<file path="config.mk">
export PLATFORM = sky130hd
export DESIGN_NAME = frame_row_writer
export DESIGN_NICKNAME = d
export VERILOG_FILES = /design/src/rtl/frame_cfg_pkg.sv /design/src/rtl/frame_hdr_check.sv /design/src/rtl/frame_row_writer.sv
export SDC_FILE = /design/constraint.sdc
export NUM_CORES = 1
export LEC_CHECK = 0
export ABC_AREA = 1
export BUFFER_PORTS_ARGS = -buffer_cell sky130_fd_sc_hd__clkbuf_2
export CAP_MARGIN = 40
export CORE_ASPECT_RATIO = 2
export CORE_MARGIN = 2
export CORE_UTILIZATION = 45
export CTS_CLUSTER_SIZE = 10
export DETAILED_ROUTE_END_ITERATION = 12
export GPL_TIMING_DRIVEN = 1
export PLACE_DENSITY = 0.77
export SLEW_MARGIN = 20
export SYNTH_ARGS = -nofsm -noshare
export SYNTH_HDL_FRONTEND = slang
export SYNTH_SLANG_ARGS = --single-unit
</file>
<file path="constraint.sdc">
create_clock -name CLK -period 1.8 [get_ports CLK]
set_input_delay 0.09 -clock CLK [delete_from_list [all_inputs] [get_ports CLK]]
set_output_delay 0.09 -clock CLK [all_outputs]
set_load 0.02 [all_outputs]
</file>
<file path="src/rtl/frame_cfg_pkg.sv">
// -----------------------------------------------------------------------------
// frame_cfg_pkg
// Shared definitions for the frame row writer: FSM state encoding, header sync
// constant, header field bit positions and small field-extraction helpers.
// -----------------------------------------------------------------------------
package frame_cfg_pkg;

   // Writer FSM states
   typedef enum logic [1:0] {
      ST_HDR    = 2'd0,
      ST_DATA   = 2'd1,
      ST_STROBE = 2'd2
   } state_t;

   // Header layout (always occupies the low 32 bits of a frame word)
   localparam int HDR_BITS       = 32;
   localparam int SYNC_MSB       = 31;
   localparam int SYNC_LSB       = 24;
   localparam int CNT_MSB        = 12;
   localparam int CNT_LSB        = 8;
   localparam int START_MSB      = 4;
   localparam int START_LSB      = 0;
   localparam int FIELD_WIDTH    = 5;
   localparam int ROW_CALC_WIDTH = 6;   // holds S+N-1 without overflow

   localparam logic [7:0] SYNC_BYTE = 8'hFA;

   function automatic logic [7:0] hdr_sync(input logic [HDR_BITS-1:0] hdr);
      return hdr[SYNC_MSB:SYNC_LSB];
   endfunction

   function automatic logic [FIELD_WIDTH-1:0] hdr_count(input logic [HDR_BITS-1:0] hdr);
      return hdr[CNT_MSB:CNT_LSB];
   endfunction

   function automatic logic [FIELD_WIDTH-1:0] hdr_start(input logic [HDR_BITS-1:0] hdr);
      return hdr[START_MSB:START_LSB];
   endfunction

endpackage

</file>
<file path="src/rtl/frame_hdr_check.sv">
// -----------------------------------------------------------------------------
// frame_hdr_check
// Purely combinational header validation.
// Ports:
//   hdr      in  32  candidate header word
//   max_rows in  6   highest legal row number
//   ok       out 1   header is acceptable
// A header is rejected on a bad sync byte, a zero row count, a zero start row,
// or when the last addressed row (S+N-1) lies beyond max_rows.
// -----------------------------------------------------------------------------
module frame_hdr_check
   import frame_cfg_pkg::*;
(
   input  logic [HDR_BITS-1:0]       hdr,
   input  logic [ROW_CALC_WIDTH-1:0] max_rows,
   output logic                      ok
);

   logic [FIELD_WIDTH-1:0]    count_s;
   logic [FIELD_WIDTH-1:0]    start_s;
   logic [ROW_CALC_WIDTH-1:0] last_row_s;

   assign count_s = hdr_count(hdr);
   assign start_s = hdr_start(hdr);

   // Start and count are both >= 1 whenever this result matters, so no underflow
   assign last_row_s = {1'b0, start_s} + {1'b0, count_s} - 6'd1;

   // Combine all acceptance conditions into one flag
   always_comb begin
      ok = 1'b0;
      if ((hdr_sync(hdr) == SYNC_BYTE) && (count_s != 5'd0) &&
          (start_s != 5'd0) && (last_row_s <= max_rows)) begin
         ok = 1'b1;
      end else begin
         ok = 1'b0;
      end
   end

endmodule

</file>
<file path="src/rtl/frame_row_writer.sv">
// -----------------------------------------------------------------------------
// frame_row_writer
// Receives a header followed by N data words on a valid/ready stream and
// broadcasts each data word with the row number it targets, then pulses a
// frame strobe once the last row has been written.
// Ports:
//   CLK          in   1                clock, rising edge
//   resetn       in   1                asynchronous active-low reset
//   s_data       in   FrameBitsPerRow  header/data word
//   s_valid      in   1                s_data valid
//   s_ready      out  1                registered ready
//   abort        in   1                synchronous frame cancel
//   FrameData_O  out  FrameBitsPerRow  row data (holds last value)
//   RowSelect    out  RowSelectWidth   target row, 0 = none
//   FrameStrobe  out  1                frame-complete pulse
//   hdr_err      out  1                rejected-header pulse
// -----------------------------------------------------------------------------
module frame_row_writer
   import frame_cfg_pkg::*;
#(
   parameter int FrameBitsPerRow = 32,
   parameter int RowSelectWidth  = 5,
   parameter int MaxRows         = 14
)
(
   input  logic                       CLK,
   input  logic                       resetn,
   input  logic [FrameBitsPerRow-1:0] s_data,
   input  logic                       s_valid,
   output logic                       s_ready,
   input  logic                       abort,
   output logic [FrameBitsPerRow-1:0] FrameData_O,
   output logic [RowSelectWidth-1:0]  RowSelect,
   output logic                       FrameStrobe,
   output logic                       hdr_err
);

   state_t                     state_q, state_d;
   logic [RowSelectWidth-1:0]  row_q, row_d;
   logic [FIELD_WIDTH-1:0]     rem_q, rem_d;
   logic                       s_ready_q, s_ready_d;
   logic [FrameBitsPerRow-1:0] frame_data_q, frame_data_d;
   logic [RowSelectWidth-1:0]  row_select_q, row_select_d;
   logic                       frame_strobe_q, frame_strobe_d;
   logic                       hdr_err_q, hdr_err_d;

   logic                       hdr_ok_s;
   logic                       accept_s;
   logic                       last_word_s;

   frame_hdr_check u_hdr_check (
      .hdr      (s_data[HDR_BITS-1:0]),
      .max_rows (ROW_CALC_WIDTH'(MaxRows)),
      .ok       (hdr_ok_s)
   );

   // abort wins over s_valid; s_ready is already low in STROBE so abort there is moot
   assign accept_s    = s_valid && s_ready_q && !abort;
   assign last_word_s = (rem_q == 5'd1);

   // State register
   always_ff @(posedge CLK or negedge resetn) begin
      if (!resetn) begin
         state_q <= ST_HDR;
      end else begin
         state_q <= state_d;
      end
   end

   // Next-state logic
   always_comb begin
      state_d = state_q;
      case (state_q)
         ST_HDR: begin
            if (accept_s && hdr_ok_s) begin
               state_d = ST_DATA;
            end else begin
               state_d = ST_HDR;
            end
         end
         ST_DATA: begin
            if (abort) begin
               state_d = ST_HDR;
            end else if (accept_s && last_word_s) begin
               state_d = ST_STROBE;
            end else begin
               state_d = ST_DATA;
            end
         end
         ST_STROBE: begin
            state_d = ST_HDR;
         end
         default: begin
            state_d = ST_HDR;
         end
      endcase
   end

   // Output and datapath next values
   always_comb begin
      row_d          = row_q;
      rem_d          = rem_q;
      frame_data_d   = frame_data_q;
      row_select_d   = '0;
      hdr_err_d      = 1'b0;
      // Strobe follows the STROBE cycle, i.e. the cycle after the last row pulse
      frame_strobe_d = (state_q == ST_STROBE);
      // Ready drops at the same edge that takes the last data word
      s_ready_d      = (state_d != ST_STROBE);
      case (state_q)
         ST_HDR: begin
            if (accept_s && hdr_ok_s) begin
               row_d = RowSelectWidth'(hdr_start(s_data[HDR_BITS-1:0]));
               rem_d = hdr_count(s_data[HDR_BITS-1:0]);
            end else if (accept_s) begin
               hdr_err_d = 1'b1;
            end else begin
               hdr_err_d = 1'b0;
            end
         end
         ST_DATA: begin
            if (accept_s) begin
               frame_data_d = s_data;
               row_select_d = row_q;
               row_d        = row_q + RowSelectWidth'(1'b1);
               rem_d        = rem_q - 5'd1;
            end else begin
               row_select_d = '0;
            end
         end
         ST_STROBE: begin
            row_select_d = '0;
         end
         default: begin
            row_select_d = '0;
         end
      endcase
   end

   // Datapath and output registers
   always_ff @(posedge CLK or negedge resetn) begin
      if (!resetn) begin
         row_q          <= '0;
         rem_q          <= '0;
         s_ready_q      <= 1'b0;
         frame_data_q   <= '0;
         row_select_q   <= '0;
         frame_strobe_q <= 1'b0;
         hdr_err_q      <= 1'b0;
      end else begin
         row_q          <= row_d;
         rem_q          <= rem_d;
         s_ready_q      <= s_ready_d;
         frame_data_q   <= frame_data_d;
         row_select_q   <= row_select_d;
         frame_strobe_q <= frame_strobe_d;
         hdr_err_q      <= hdr_err_d;
      end
   end

   assign s_ready     = s_ready_q;
   assign FrameData_O = frame_data_q;
   assign RowSelect   = row_select_q;
   assign FrameStrobe = frame_strobe_q;
   assign hdr_err     = hdr_err_q;

endmodule

</file>
==> results of run 1 <==
## final cells by class
cell class | instances | area [um2]
clock buffer | 8 | 146
fill | 497 | 2130
inverter | 41 | 176
multi-input combinational | 174 | 1230
sequential | 52 | 1300
tap | 61 | 76.3
timing repair buffer | 98 | 603
## final timing paths
path	start	end	slack (ns)	cells after the start
setup reg to reg	state_q[1]	FrameData_O[25]	0.24	4
hold / removal	s_data[13]	FrameData_O[13]	0.03	2
setup / recovery	s_data[1]	row_q[1]	0.04	17
max in group asynchronous	resetn	FrameStrobe	1.16	3
hold reg to reg	state_q[0]	FrameStrobe	0.46	1
min in group asynchronous	resetn	FrameData_O[26]	0.17	2
## kinds of logic after synthesis
group,synth area share [%]
AND/OR/NAND/NOR,18.6
flip-flops,49.4
buffers and inverters,8.27
AO/OA/AOI/OAI,5.47
multiplexers,11.4
adder cells (fa/ha/maj),6.46
XOR/XNOR,0.333
## metrics by stage
stage / utilization [%] / TNS [ns] / worst slack, ns / std cells / instance area (um2)
after floorplan: - / -0.537 / -0.0629 / 275 / 2720
after global placement: 58.3 / -3.57 / -0.332 / 424 / 3300
after detailed placement: 58.3 / -4.20 / -0.384 / 424 / 3300
after CTS: 61.6 / 0 / 0.0153 / 433 / 3490
after global routing: 62.4 / -1.02 / -0.124 / 434 / 3530
final: 62.4 / 0 / 0.0386 / 434 / 3530
## synth_stat cells, drive strengths merged
cell type | number | area, um2
ha | 12 | 150
nor2 | 23 | 86.3
nor4 | 1 | 6.26
a21oi | 6 | 30.0
nor3 | 1 | 16.3
clkbuf | 5 | 18.8
dfrtp | 52 | 1300
buf | 4 | 45.0
or2 | 1 | 6.26
nand4 | 5 | 37.5
mux2 | 20 | 300
o31ai | 1 | 7.51
o22ai | 1 | 6.26
nand3 | 20 | 100
inv | 41 | 154
nand3b | 2 | 15.0
o21ai | 20 | 100
fa | 1 | 20.0
xnor2 | 1 | 8.76
nand2 | 58 | 223
## power by group through the flow
| stage | clock [mW] | sequential, mW | combinational [mW] |
|---|---|---|---|
| final | 0.945 | 1.27 | 0.480 |
| after global routing | 1.00 | 1.28 | 0.540 |
| after CTS | 0.968 | 1.27 | 0.473 |
| after detailed placement | 0 | 1.29 | 0.461 |
| after global placement | 0 | 1.29 | 0.449 |
| after floorplan | 0 | 1.34 | 0.209 |
## critical path: stages
cell     delay [ns]
buf_8          0.11
inv_8          0.05
ha_4           0.20
inv_4          0.05
ha_4           0.13
inv_2          0.03
fa_1           0.46
inv_1          0.04
nand2_1        0.05
nor2_1         0.04
nand2_1        0.06
nand2_2        0.07
nor2_4         0.13
nand4_4        0.15
buf_6          0.18
nand3_2        0.05
nand2_1        0.05
## layer usage
metal  up-vias  wire [um]  global-route usage (%)
met4         0        199                    11.2
met3        12        153                    3.11
met2        49       3660                    39.2
met5         -          0                       0
li1       1074          -                       -
met1      1026       2150                    20.9
## state kept, by name (all words and copies together), names as in the netlist
signal / flops
FrameData_O: 32
row_q: 5
s_ready: 1
FrameStrobe: 1
rem_q: 5
state_q: 2
hdr_err: 1
RowSelect: 5
## repair_timing
action                     4_1_cts  5_1_grt
hold buffers                     1        0
buffers inserted                 0        0
pin swaps                        2        9
cloned                           0        1
setup endpoints to repair       10       12
resized for setup                6       13
hold endpoints to repair        52        0
==> flow_metrics.py, run 1 <==
metrics = {
    "sta": {
        "rsz0062_at_grt": "true",
        "clock.fmax_ghz": 0.568,
        "skew_ns": 0.00451,
        "finalCritPeriodShare_pct": 97.9,
        "finalSetupViolations": 0,
        "post-route-min-period_ns": 1.76,
        "slew_violations": 0,
        "final_hold_viol_count": 0,
        "whs_ns": 0.0296,
        "tightest_slew_ns": 0.336,
        "slew_headroom_pct": 77.4,
    },
    "layout": {
        "area_delta_synth_final_pct": 34.3,
        "drive_gt1_share_pct": 40.2,
        "layout_commonest_cell": "clkbuf_2",
        "layout_common_cells": "clkbuf_2 (73), nand2_1 (54), dfrtp_1 (52), inv_1 (35), nor2_1 (22)",
        "nets": 421,
        "n_antenna_cell": 0,
    },
    "pwr": {
        "p_leak_nw": 1.97,
        "peakVddDrop_mv": 0.836,
        "power_frac_clock_pct": 35.0,
        "switching_share_pct": 25.9,
        "pwr-share-comb_pct": 17.8,
        "total_power_mw": 2.70,
        "seqPwrFrac_pct": 47.2,
        "power_per_cell_area_mw_per_mm2": 763,
        "p_int_mw": 2.00,
        "switching_power_mw": 0.698,
    },
    "die": {
        "die_x_um": 58.1,
        "start_util_pct": 46.5,
        "core_mm2": 0.00566,
        "die_y_um": 112,
        "io_pins": 76,
        "die_area_mm2": 0.00652,
        "num_rows": 39,
    },
    "grt": {
        "grt_max_degree": 48,
        "antenna_found_initial": 0,
        "grt_pass1_wl_um": 10300,
        "first_global_vias": 2244,
        "grt.overflow.total": 0,
        "grt_util_all_layers_pct": 20.9,
    },
    "synth": {
        "yosys_warnings": 0,
        "syn-instance-count": 275,
        "synth_cell_types": 22,
        "ys_ff_latch": 52,
        "netlist_area_mm2": 0.00263,
        "syn_nets": 324,
        "synth_sequential_area_ratio_pct": 49.4,
        "syn_avg_cell_area_um2": 9.57,
    },
    "placement": {
        "gp_routability_congestion": 0.944,
        "io_buffers": 75,
        "post-dp-hpwl_um": 4770,
    },
    "route": {
        "post_drt_wl_per_cell_um": 14.2,
        "drt_iter0_drc": 64,
        "drc_errors": 0,
        "ant_nets": 0,
        "wirelength_um": 6160,
        "num_vias": 2161,
        "drtPass1Iterations": 4,
        "avgViaCountPerCell": 4.98,
    },
    "cts": {
        "clock_latency_ns": 0.29,
        "cts.sinks": 52,
        "cts-buffers-inserted": 5,
        "clk_pin_slew_worst_paths_ns": 0.06,
        "clockBufferDepth": 2,
        "cts.htree.levels": 2,
        "cts_tree": "yes",
        "cts-root-buf": "clkbuf_16",
    },
    "job": {
        "cap_violations": 0,
    },
    "critical_path": {
        "worst-setup-path-type": "in2reg",
        "start_kind": "input port",
        "critPathMaxFanout": 6,
        "worst-endpoint-required_ns": 1.98,
        "crit_path_end_kind": "flip-flop",
        "arrival_ns": 1.95,
    },
    "min_path": {
        "hp-class": "in2reg",
    },
    "outcome": {
        "outcome": "completed",
    },
}
Power figures use the tool's default switching activity.
==> run 2: changes to the inputs <==
SETUP_SLACK_MARGIN = 0.05   (was default)
==> run 2 against run 1 <==
  * Sequential power is essentially flat
  * Final area about the same
  * First-iteration DRC count is 38% lower
  * Worst setup slack improved by 0.038 ns
  * Wire length fell by 2.1%
  * Flip-flop and latch count did not move
  * Cell count is 0.46% lower
  * Total power is 3.7% higher
  * Clock skew grew 0.0019 ns
  * Via count rose by 0.93%
  * Die area did not move
  * Register-to-register slack about the same
  * Critical path type unchanged
  * Critical endpoint is now row_q[4]
  * Largest power group unchanged
==> flow_metrics.py, run 2 (same netlist as run 1, synthesis figures left out) <==
metrics = {
    "critical_path": {
        "critPathMaxFanout": 6,
        "crit_start": "s_data[9]",
        "crit_chain": "clkbuf_16 -> inv_12 -> ha_4 -> inv_4 -> ha_4 -> inv_2 -> fa_1 -> inv_1 -> nand3_1 -> nand2_1 -> nand2_1 -> nand2_1 -> nand4_4 -> buf_6 -> nand3_2 -> nand2_1",
        "arrival_ns": 1.91,
        "worst-endpoint-required_ns": 1.99,
        "r2r_end": "FrameData_O[24]",
        "ff2ff_path_depth": 6,
        "r2r_slack_ns": 0.25,
        "endpoint": "row_q[4]",
        "reg2reg_from": "state_q[1]",
        "cpPeakStageDelay_ns": 0.35,
        "crit_path_end_kind": "flip-flop",
        "cpMostUsedCell": "nand2_1",
        "slowest_stage": "fa_1",
        "cp.depth": 16,
        "start_kind": "input port",
        "cp_top_family": "adder cells",
        "critPathBufInv": 6,
        "worst-setup-path-type": "in2reg",
    },
    "sta": {
        "slew_headroom_pct": 56.0,
        "finalCritPeriodShare_pct": 95.7,
        "skew_ns": 0.00643,
        "post-route-min-period_ns": 1.72,
        "setup-tns-final_ns": 0,
        "tightest_slew_ns": 0.661,
        "rsz0062_at_grt": "true",
        "clock.fmax_ghz": 0.580,
        "finalSetupViolations": 0,
        "slew_violations": 0,
        "final_hold_viol_count": 0,
    },
    "die": {
        "die_y_um": 112,
        "start_util_pct": 46.5,
        "core_mm2": 0.00566,
        "num_rows": 39,
        "io_pins": 76,
        "die_area_mm2": 0.00652,
        "die_x_um": 58.1,
    },
    "route": {
        "drt_iter0_drc": 40,
        "post_drt_wl_per_cell_um": 14.0,
        "wirelength_um": 6040,
        "drtPass1Iterations": 5,
        "avgViaCountPerCell": 5.05,
        "ant_nets": 0,
        "num_vias": 2181,
        "drc_errors": 0,
    },
    "pwr": {
        "p_leak_nw": 1.97,
        "total_power_mw": 2.80,
        "power_per_cell_area_mw_per_mm2": 792,
        "peakVddDrop_mv": 1.04,
    },
    "layout": {
        "n_antenna_cell": 0,
        "multi_input_area_mm2": 0.00121,
        "register_area_mm2": 0.00130,
        "area_delta_synth_final_pct": 34.2,
        "nFillCells": 500,
        "nets": 419,
        "layout_commonest_cell": "clkbuf_2",
        "drive_gt1_share_pct": 39.6,
        "largest_reg_flops": 32,
        "layout_common_cells": "clkbuf_2 (73), nand2_1 (54), dfrtp_1 (52), inv_1 (36), nor2_1 (22)",
        "final_cell_count_no_fill": 432,
    },
    "cts": {
        "cts_tree": "yes",
        "cts-buffers-inserted": 5,
        "cts.sinks": 52,
        "clock_latency_ns": 0.29,
        "clockBufferDepth": 2,
        "cts-root-buf": "clkbuf_16",
        "clk_pin_slew_worst_paths_ns": 0.06,
        "cts.htree.levels": 2,
    },
    "outcome": {
        "outcome": "completed",
    },
    "grt": {
        "grt_max_degree": 53,
        "grt_util_all_layers_pct": 20.3,
        "antenna_found_initial": 0,
        "first_global_vias": 2226,
        "grt.overflow.total": 0,
        "grt_pass1_wl_um": 10000,
    },
    "placement": {
        "post-dp-hpwl_um": 4700,
        "dpl.cell_count": 421,
        "io_buffers": 75,
        "gp_routability_congestion": 0.864,
    },
    "job": {
        "cap_violations": 0,
    },
    "min_path": {
        "hp-class": "in2reg",
    },
}
[run 2: layout make-up]
| class | count | area share, % |
|---|---|---|
| timing repair buffer | 97 | 17.1 |
| tap | 61 | 2.16 |
| inverter | 41 | 4.92 |
| multi-input combinational | 173 | 34.3 |
| clock inverter | 2 | 0.992 |
| sequential | 52 | 36.8 |
| clock buffer | 6 | 3.65 |
[run 2: layer usage]
layer / up-vias / track usage [%] / share of wire (%) / wire [um]
li1: 1066 / - / - / -
met5: - / 0 / 0 / 0
met2: 53 / 37.3 / 57 / 3460
met3: 20 / 4.15 / 3.4 / 206
met4: 0 / 11.2 / 4.7 / 286
met1: 1042 / 20.4 / 35 / 2090
[run 2: how the worst min path moves through the flow]
stage / cells after the start / slack, ns / start / end
after detailed placement: 2 / 0.25 / resetn / FrameData_O[30]
final: 2 / 0.03 / s_data[7] / FrameData_O[7]
after global placement: 2 / 0.24 / resetn / FrameData_O[30]
after floorplan: 0 / -0.21 / resetn / FrameData_O[0]
after global routing: 2 / 0.03 / s_data[5] / FrameData_O[5]
after CTS: 2 / 0.03 / s_data[5] / FrameData_O[5]
[run 2: worst reg2reg max path: cells and delay by family (launching register included)]
family / cells / cell delay [ns]
AND/OR/NAND/NOR: 3 / 0.48
flip-flops: 1 / 0.43
buffers and inverters: 2 / 0.43
AO/OA/AOI/OAI: 1 / 0.09
[run 2: stage by stage]
stage / hold slack, ns / instance area (um2) / worst slack, ns / utilization (%)
after floorplan: -0.206 / 2720 / -0.0628 / -
after global placement: 0.243 / 3280 / -0.330 / 57.9
after detailed placement: 0.246 / 3280 / -0.400 / 57.9
after CTS: 0.0298 / 3520 / 0.0471 / 62.2
after global routing: 0.0306 / 3530 / -0.0526 / 62.4
final: 0.0313 / 3530 / 0.0766 / 62.4
[run 2: where the power goes]
part | leakage (nW) | switching, mW | total [mW] | internal (mW)
clock | 0.0808 | 0.407 | 1.06 | 0.654
combinational | 1.19 | 0.257 | 0.467 | 0.210
sequential | 0.701 | 0.0431 | 1.27 | 1.23
[run 2: timing repair]
item / CTS / global route
pin swaps: 5 / 0
setup endpoints to repair: 11 / 12
hold buffers: 1 / 0
setup buffers: 2 / 0
cloned: 0 / 0
hold endpoints to repair: 52 / 0
resized for setup: 10 / 3
==> run 3: changes to the inputs <==
ABC_AREA = 0   (was 1)
==> run 3 against run 2 <==
  * The flow now finishes with violations (negative setup slack)
  * Fmax down 16%
  * Count of clock-buffer cells in the layout unchanged
  * Wire length down 12%
  * Critical path type unchanged
  * Largest cell class unchanged
  * Largest power group unchanged
==> flow_metrics.py, run 3 <==
metrics = {
    "outcome": {
        "outcome": "complete, but fails checks",
        "violations": "negative setup slack",
    },
    "pwr": {
        "switching_share_pct": 26.5,
        "switching_power_mw": 0.678,
        "power_frac_clock_pct": 31.5,
        "p_leak_nw": 1.87,
        "peakVddDrop_mv": 0.657,
        "seqPwrFrac_pct": 49.2,
        "power_per_cell_area_mw_per_mm2": 741,
        "p_int_mw": 1.88,
        "total_power_mw": 2.56,
        "pwr-share-comb_pct": 19.3,
    },
    "synth": {
        "syn_avg_cell_area_um2": 12.3,
        "async_flop_share_pct": 100,
        "synth-compound-area-share_pct": 4.84,
        "syn_nets": 250,
        "yosysMostFrequentCell": "dfrtp_1",
        "netlist_area_mm2": 0.00248,
        "synth_area_leaders": "dfrtp_1 (52%), mux2_2 (19%), ha_1 (6.1%), inv_1 (3.3%), xor2_1 (2.5%)",
        "yosysTopAreaCell": "dfrtp_1",
        "syn-instance-count": 201,
        "synth_top_family_by_area": "multiplexers",
        "synth_sequential_area_ratio_pct": 52.4,
        "synthAdderAreaFrac_pct": 6.86,
        "netlist_top_cells_count": "dfrtp_1 (52), mux2_2 (41), inv_1 (22)",
        "yosys_most_used_dff": "dfrtp_1",
        "synth_cell_types": 30,
        "synth_mux_area_share_pct": 19.4,
        "synth_edf_count": 0,
        "yosysTopAreaCellShare_pct": 52.4,
        "synth_xor_area_share_pct": 3.18,
        "ys_ff_latch": 52,
        "yosys_warnings": 0,
        "synth-simple-area-share_pct": 8.62,
    },
    "route": {
        "drtPass1Iterations": 4,
        "avgViaCountPerCell": 4.97,
        "drc_errors": 0,
        "drt_iter0_drc": 27,
        "num_vias": 1789,
        "wirelength_um": 5310,
        "ant_nets": 0,
        "post_drt_wl_per_cell_um": 14.7,
    },
    "sta": {
        "setup-tns-final_ns": -2.43,
        "finalSetupViolations": 11,
        "final_hold_viol_count": 0,
        "tightest_slew_ns": 0.651,
        "skew_ns": 0.00197,
        "rsz0062_at_grt": "true",
        "clock.fmax_ghz": 0.487,
        "slew_violations": 0,
        "slew_headroom_pct": 56.6,
        "post-route-min-period_ns": 2.05,
        "finalCritPeriodShare_pct": 114,
        "fin_ws_ns": -0.254,
    },
    "cts": {
        "clock_latency_ns": 0.31,
        "clk_pin_slew_worst_paths_ns": 0.09,
        "cts.htree.levels": 2,
        "cts_tree": "yes",
        "cts.sinks": 52,
        "clockBufferDepth": 2,
        "cts-root-buf": "clkbuf_8",
        "cts-buffers-inserted": 5,
    },
    "layout": {
        "post-route-util_pct": 64.4,
        "nets": 348,
        "finalInstanceArea_mm2": 0.00346,
        "nFillCells": 436,
        "drive_gt1_share_pct": 56.7,
        "largest_reg_flops": 32,
        "layout_common_cells": "clkbuf_2 (71), dfrtp_1 (52), mux2_2 (33), buf_4 (19), inv_1 (14)",
        "n_antenna_cell": 0,
        "area_delta_synth_final_pct": 39.4,
        "layout_commonest_cell": "clkbuf_2",
    },
    "grt": {
        "grt_util_all_layers_pct": 18.3,
        "use_met3_pct": 3.56,
        "grt.overflow.total": 0,
        "grt_pass1_wl_um": 8670,
        "use_met1_pct": 19.7,
        "grtUsageMet2_pct": 33.3,
        "antenna_found_initial": 0,
        "first_global_vias": 1910,
        "grt_max_degree": 53,
        "grt-busiest-layer": "met2",
    },
    "die": {
        "core_mm2": 0.00537,
        "num_rows": 38,
        "die_area_mm2": 0.00616,
        "die_x_um": 56.5,
        "die_y_um": 109,
        "start_util_pct": 46.2,
        "io_pins": 76,
    },
    "placement": {
        "io_buffers": 75,
        "post-dp-hpwl_um": 4130,
        "gp_routability_congestion": 0.827,
        "placed_area_mm2": 0.00322,
        "place_ws_ns": -0.759,
    },
    "critical_path": {
        "arrival_ns": 2.25,
        "start_kind": "input port",
        "worst-setup-path-type": "in2reg",
        "critPathMaxFanout": 9,
        "crit_path_end_kind": "flip-flop",
        "r2r_slack_ns": 0.02,
        "worst-endpoint-required_ns": 2.00,
    },
    "min_path": {
        "hp-class": "in2reg",
    },
    "job": {
        "cap_violations": 0,
    },
}
run 3: critical path, cell delays in order:
cell and delay (ns):
clkbuf_16 0.12, inv_12 0.03, ha_4 0.23, inv_4 0.05, ha_4 0.13, inv_4 0.03
fa_2 0.38, xor2_2 0.17, nor4b_4 0.28, a2111oi_4 0.08, a21oi_4 0.20, buf_12 0.15
mux2_4 0.30
run 3: what timing repair did:
item	4_1_cts	5_1_grt
buffers inserted	1	0
hold endpoints to repair	52	0
pin swaps	5	2
setup endpoints to repair	12	12
hold buffers	1	0
cloned	0	0
resized for setup	17	4
run 3: per-stage QoR:
| stage | instances | hold slack [ns] |
|---|---|---|
| floorplan | 201 | -0.206 |
| global placement | 351 | 0.236 |
| detailed placement | 351 | 0.239 |
| CTS | 360 | 0.00773 |
| global route | 360 | 0.000581 |
| finish | 360 | 0.0100 |
run 3: power by group through the flow:
stage,clock (mW),combinational [mW],sequential (mW)
after floorplan,0,0.202,1.33
after CTS,0.818,0.489,1.26
after global placement,0,0.428,1.28
final,0.808,0.494,1.26
after global routing,0.866,0.540,1.27
after detailed placement,0,0.442,1.28
run 3: final timing paths:
kind,start,end,cells after the start
worst max-delay path,s_data[9],row_q[3],13
worst min-delay path,s_data[5],FrameData_O[5],2
worst max register to register,state_q[0],row_q[3],5
worst min register to register,FrameData_O[28],FrameData_O[28],1
max in group asynchronous,resetn,FrameData_O[9],3
min in group asynchronous,resetn,FrameData_O[19],3
run 3: cell families after synthesis:
kind of cell / count (synthesis)
compound gates: 16
xor+xnor: 9
fa+ha+maj: 13
buf+inv: 28
flops: 52
mux: 43
simple gates: 40
run 3: layout make-up:
| cell class | count | area, um2 | area share, % |
|---|---|---|---|
| repair buffers | 97 | 626 | 18.1 |
| multi-input cells | 121 | 1230 | 35.6 |
| clock buffers | 6 | 72.6 | 2.10 |
| clock inverters | 2 | 38.8 | 1.12 |
| flip-flops and latches | 52 | 1300 | 37.6 |
| well taps | 60 | 75.1 | 2.17 |
| inverters | 22 | 115 | 3.33 |
run 3: metal layers:
layer  share of wire [%]  up-vias
li1                    -      866
met4                 3.9        0
met5                   0        -
met2                  57       48
met3                 3.8       13
met1                  35      862
